### src/rtl/sauria_cfg_readback.sv
// ============================================================================
//  Module   : sauria_cfg_readback
//  Streams a snapshot of a packed configuration vector out as 32-bit words,
//  LSB word first, over a valid/ready port.
//  Optional : SAURIA_CFG_RB_PARITY_EN adds per-word parity and a running XOR.
//  Revision : 1.0 - initial release
// ============================================================================
`default_nettype none

module sauria_cfg_readback #(
  parameter  int CFG_BITS = 150,
  parameter  int WORD_W   = 32,
  localparam int N_WORDS  = (CFG_BITS + WORD_W - 1) / WORD_W,
  localparam int IDX_W    = (N_WORDS > 1) ? $clog2(N_WORDS) : 1
) (
  input  logic                i_clk,
  input  logic                i_rstn,
  input  logic [CFG_BITS-1:0] i_cfg,
  input  logic                i_start,
  output logic                o_busy,
  output logic [WORD_W-1:0]   o_data,
  output logic [IDX_W-1:0]    o_idx,
  output logic                o_valid,
  input  logic                i_ready,
  output logic                o_last,
  output logic                o_done
`ifdef SAURIA_CFG_RB_PARITY_EN
  ,
  output logic                o_parity,
  output logic [WORD_W-1:0]   o_chk
`endif
);

  localparam int              c_PAD      = N_WORDS * WORD_W - CFG_BITS;
  localparam logic [IDX_W-1:0] c_LAST_IDX = IDX_W'(N_WORDS - 1);

  typedef enum logic [1:0] {
    S_IDLE = 2'd0,
    S_SEND = 2'd1,
    S_DONE = 2'd2
  } state_t;

  state_t                     r_state;
  logic [CFG_BITS-1:0]        r_shadow;
  logic [IDX_W-1:0]           r_idx;
  logic [WORD_W-1:0]          r_data;
  logic                       r_valid;
  logic                       r_busy;
  logic                       r_last;
  logic                       r_done;

  logic [N_WORDS*WORD_W-1:0]  w_shd_pad;
  logic [WORD_W-1:0]          w_shd_words [N_WORDS];
  logic [WORD_W-1:0]          w_cfg_w0;
  logic                       w_accept;
  logic                       w_xfer;
  logic                       w_is_last;
  logic [IDX_W-1:0]           w_next_idx;
  logic [WORD_W-1:0]          w_next_data;

  // The final word is zero-extended above CFG_BITS.
  generate
    if (c_PAD > 0) begin : g_pad
      assign w_shd_pad = {{c_PAD{1'b0}}, r_shadow};
    end else begin : g_nopad
      assign w_shd_pad = r_shadow;
    end

    if (CFG_BITS >= WORD_W) begin : g_w0_full
      assign w_cfg_w0 = i_cfg[WORD_W-1:0];
    end else begin : g_w0_short
      assign w_cfg_w0 = {{(WORD_W - CFG_BITS){1'b0}}, i_cfg};
    end

    for (genvar k = 0; k < N_WORDS; k++) begin : g_words
      assign w_shd_words[k] = w_shd_pad[k*WORD_W +: WORD_W];
    end
  endgenerate

  assign w_accept    = (r_state == S_IDLE) && i_start;
  assign w_xfer      = r_valid && i_ready;
  assign w_is_last   = (r_idx == c_LAST_IDX);
  // Saturating next index keeps the word lookup in range on the last word.
  assign w_next_idx  = w_is_last ? r_idx : r_idx + 1'b1;
  assign w_next_data = w_shd_words[w_next_idx];

  always_ff @(posedge i_clk or negedge i_rstn) begin
    if (!i_rstn) begin
      r_state  <= S_IDLE;
      r_shadow <= '0;
      r_idx    <= '0;
      r_data   <= '0;
      r_valid  <= 1'b0;
      r_busy   <= 1'b0;
      r_last   <= 1'b0;
      r_done   <= 1'b0;
    end else begin
      case (r_state)
        S_IDLE: begin
          r_done <= 1'b0;
          if (i_start) begin
            r_shadow <= i_cfg;
            r_idx    <= '0;
            r_data   <= w_cfg_w0;
            r_valid  <= 1'b1;
            r_busy   <= 1'b1;
            r_last   <= (N_WORDS == 1);
            r_state  <= S_SEND;
          end
        end
        S_SEND: begin
          if (w_xfer) begin
            if (w_is_last) begin
              r_idx   <= '0;
              r_data  <= '0;
              r_valid <= 1'b0;
              r_busy  <= 1'b0;
              r_last  <= 1'b0;
              r_done  <= 1'b1;
              r_state <= S_DONE;
            end else begin
              r_idx  <= w_next_idx;
              r_data <= w_next_data;
              r_last <= (w_next_idx == c_LAST_IDX);
            end
          end
        end
        S_DONE: begin
          r_done  <= 1'b0;
          r_state <= S_IDLE;
        end
        default: begin
          r_state <= S_IDLE;
          r_valid <= 1'b0;
          r_busy  <= 1'b0;
          r_last  <= 1'b0;
          r_done  <= 1'b0;
        end
      endcase
    end
  end

  assign o_busy  = r_busy;
  assign o_data  = r_data;
  assign o_idx   = r_idx;
  assign o_valid = r_valid;
  assign o_last  = r_last;
  assign o_done  = r_done;

`ifdef SAURIA_CFG_RB_PARITY_EN
  logic              r_parity;
  logic [WORD_W-1:0] r_chk;

  // Parity tracks r_data; the checksum folds in each word as it is accepted.
  always_ff @(posedge i_clk or negedge i_rstn) begin
    if (!i_rstn) begin
      r_parity <= 1'b0;
      r_chk    <= '0;
    end else if (w_accept) begin
      r_parity <= ^w_cfg_w0;
      r_chk    <= '0;
    end else if ((r_state == S_SEND) && w_xfer) begin
      r_parity <= w_is_last ? 1'b0 : ^w_next_data;
      r_chk    <= r_chk ^ r_data;
    end
  end

  assign o_parity = r_parity;
  assign o_chk    = r_chk;
`else
  logic w_unused_accept;
  assign w_unused_accept = w_accept;
`endif

endmodule

`default_nettype wire

### config.mk
export PLATFORM = sky130hd
export DESIGN_NAME = sauria_cfg_readback
export DESIGN_NICKNAME = d
export VERILOG_FILES = /design/src/rtl/sauria_cfg_readback.sv
export SDC_FILE = /design/constraint.sdc
export NUM_CORES = 1
export LEC_CHECK = 0
export CORE_MARGIN = 2
export CORE_UTILIZATION = 45
export CTS_CLUSTER_DIAMETER = 60
export DETAILED_ROUTE_END_ITERATION = 8
export PLACE_DENSITY = 0.83
export SETUP_SLACK_MARGIN = 0.1
export SKIP_LAST_GASP = 1
export SYNTH_ARGS = -nofsm -noshare
export SYNTH_HDL_FRONTEND = slang
export SYNTH_SLANG_ARGS = --single-unit
### constraint.sdc
create_clock -name i_clk -period 6.25 [get_ports i_clk]
set_input_delay 1.5625 -clock i_clk [delete_from_list [all_inputs] [get_ports i_clk]]
set_output_delay 1.5625 -clock i_clk [all_outputs]
set_load 0.01 [all_outputs]
==> metrics.md <==
| Metric | Value |
|---|---|
| Status | complete, no violations |
| Syn nets | 756 |
| Critical path's slowest cell | a21oi_4 |
| Via Count | 5698 |
| Post-synth top area share | 0.5554 |
| Yosys warns | 0 |
| Placed insts | 993 |
| Sequential share of the synthesized area | 0.5554 |
| Area contributors post-synth | dfrtp_1 56%, mux2_1 13%, mux4_2 8.4% |
| All-Layer GR Usage | 0.2102 |
| Largest family of logic cells by synthesized area | multiplexers |
| Worst-path cell chain | clkdlybuf4s50_1, nand3_1, a21oi_4, buf_4, nor2_1, a41oi_1 |
| CP max FO | 35 |
| Pin count of the biggest net entering global routing | 100 |
| H-tree Lvls | 4 |
| Slew @ Worst Pin | 1.245 ns |
| Compound-Gate Fraction of Synth Area | 0.07732 |
| Share of layout cells above drive strength 1 | 0.1947 |
| Post-route ant nets | 0 |
| RSZ-0062 raised after global routing | false |
| Initial antenna violation count | 0 |
| HP Class | reg2reg |
| Core Footprint | 18710 sq um |
| Most frequent cells in the layout | 191 x clkdlybuf4s50_1, 190 x dfrtp_1, 100 x mux2_1 |
| TritonRoute pass-1 iters | 5 |
| Clk Latency, worst-skew pair | 0.43 ns |
| Most common library cell in the layout ignoring fill and taps | clkdlybuf4s50_1 |
| Leading area contributor after synthesis | dfrtp_1 |
| PortBufs | 192 |
| WL/cell | 19.68 um |
| Setup TNS Final | 0 ns |
| Post-synthesis adder-cell area fraction | 0.004385 |
| Routed wire length | 20170 um |
| Die Width | 141.9 um |
| Post-placement cell area | 10640 sq um |
| Critical path arrival | 4.57 ns |
| Final HPWL DP | 13620 um |
| Final instance area | 11300 sq um |
| Simple-gate portion of the synthesized area | 0.04925 |
| Final Max Slew Viols | 0 |
| Number of nets in the layout | 935 |
| First-pass GRT wire length | 32460 um |
| Total gr overflow | 0 |
| Number of synthesized flops with an enable pin | 0 |
| Tcrit/Tclk final | 0.6783 |
| Worst EP required | 6.58 ns |
| Fin crit period | 4.240 ns |
| Slew margin rel. | 0.1691 |
| #FFs+latches synth | 190 |
| PwrDens | 249.9 nW/um^2 |
| Final Non-Filler Cells | 1025 |
| PostCTS Resize Cnt | 0 |
| Starting density of the core | 0.4577 |
| Post-route DRC | 0 |
| CTS Buf Count | 17 |
| Max-cap violations | 0 |
| Post-Synth XOR/XNOR Area | 0 |
| Layout area overhead | 31.99% |
| Pleak | 4.834 nW |
| Routability cong. | 0.7465 |
| WS Path Type | in2reg |
| Clock sink count | 190 |
| Post-synth top flop | dfrtp_1 |
| Die footprint | 20140 sq um |
| Mapped Cells | 599 |
| Fmax | 235.9 MHz |
| Maximum vdd drop | 0.0001601 V |
| Slowest cell delay on critical path | 1.13 ns |
| Post-synthesis async set-or-reset flop share | 1.000 |
| Vias in the first global route | 6131 |
| Critical Path Start Type | input pin |
| Die Span Y | 141.9 um |
| Vias per std cell | 5.559 |
| Crit. End Element | register |
| Fin. Hold Viols | 0 |
| Clock Tree Root | clkbuf_16 |
| Synth unique cells | 32 |
| Clock Pin Slew Worst Setup and Hold Paths | 0.07 ns |
| Setup Skew | 0.01176 ns |
| Postcts setup bufs | 0 |
| Initial DRC count | 303 |
| Mux share of post-synthesis cell area | 0.2815 |
| Io pins | 193 |
| Final setup fails | 0 |
| # diodes | 0 |
| Synth Cell Area | 8561 sq um |
| # hold bufs at CTS | 0 |
| Std-Cell Rows | 50 |
| Syn_area_per_cell | 14.29 sq um |
| CTS tree | built |
| Max Root-Sink Buffers | 2 |
[final timing paths]
check                        startpoint            end  slack (ns)  cells past startpoint
max                             i_ready     o_data[21]        2.01                      6
min                        r_shadow[55]   r_shadow[55]        0.49                      1
max reg2reg                    o_idx[0]     o_data[19]        2.87                      9
min reg2reg                r_shadow[55]   r_shadow[55]        0.49                      1
max in group asynchronous        i_rstn  r_shadow[140]        3.88                      2
min in group asynchronous        i_rstn   r_shadow[62]        1.22                      1
[through the flow]
step                      total power (W)  hold slack, ns  worst slack, ns  utilization
after floorplan                  0.001469          0.4524            3.633            -
after CTS                        0.002855          0.4862            2.058       0.6041
final                            0.002824          0.4852            2.010       0.6041
after global routing             0.002940          0.4957            1.846       0.6041
after global placement           0.001644          0.4616            1.776       0.5690
after detailed placement         0.001653          0.4707            1.568       0.5690
[cells in the mapped netlist (all sizes together) (2+ instances only)]
| master | count |
|---|---|
| buf | 34 |
| a22oi | 11 |
| o22ai | 2 |
| nand3 | 4 |
| a21oi | 14 |
| ha | 3 |
| nand2 | 46 |
| a41oi | 22 |
| nor2b | 3 |
| mux2 | 150 |
| inv | 4 |
| dfrtp | 190 |
| nor2 | 37 |
| nand4 | 2 |
| nand3b | 2 |
| mux4 | 32 |
| nand2b | 3 |
| o21ai | 26 |
| clkbuf | 9 |
[layout make-up]
| type | count | area, sq um |
|---|---|---|
| tap | 234 | 292.8 |
| timing repair buffer | 203 | 2021 |
| inverter | 4 | 15.01 |
| clock buffer | 21 | 480.5 |
| multi-input combinational | 362 | 3560 |
| fill | 1430 | 7406 |
| clock inverter | 11 | 176.4 |
| sequential | 190 | 4755 |
[power by group]
part	switching (W)	total [W]	internal (W)
Sequential	0.0000311	0.00132	0.00129
Combinational	0.000117	0.000306	0.000189
Clock	0.000478	0.00120	0.000719
[flip-flops by register name, summed over array words and instances (netlist names)]
register,cells
o_busy,1
o_data,32
o_done,1
o_idx,3
o_last,1
r_shadow,150
r_state,2
[metal layers]
metal / wire [um] / share of wire / track usage / vias up
li1: - / - / - / 2547
met1: 8657 / 0.43 / 0.2726 / 2958
met2: 10190 / 0.51 / 0.3485 / 170
met3: 1077 / 0.053 / 0.04961 / 23
met4: 246 / 0.012 / 0.07474 / 0
met5: 0 / 0 / 0 / -
[kinds of logic (layout without fill, tap and decap cells)]
kind of cell               count (synthesis)  count (layout)
buffers and inverters                     47             239
and+or+nand+nor                          100             100
adders and majority gates                  3               3
AOI/OAI and AO/OA                         77              77
DFF                                      190             190
muxes                                    182             182
[critical path, delay by kind of cell]
family                 cells  cell delay (ns)
buffers and inverters      2             0.87
AND/OR/NAND/NOR            2             0.79
AO/OA/AOI/OAI              2             1.32
No activity file was read; power rests on OpenSTA's default activity.
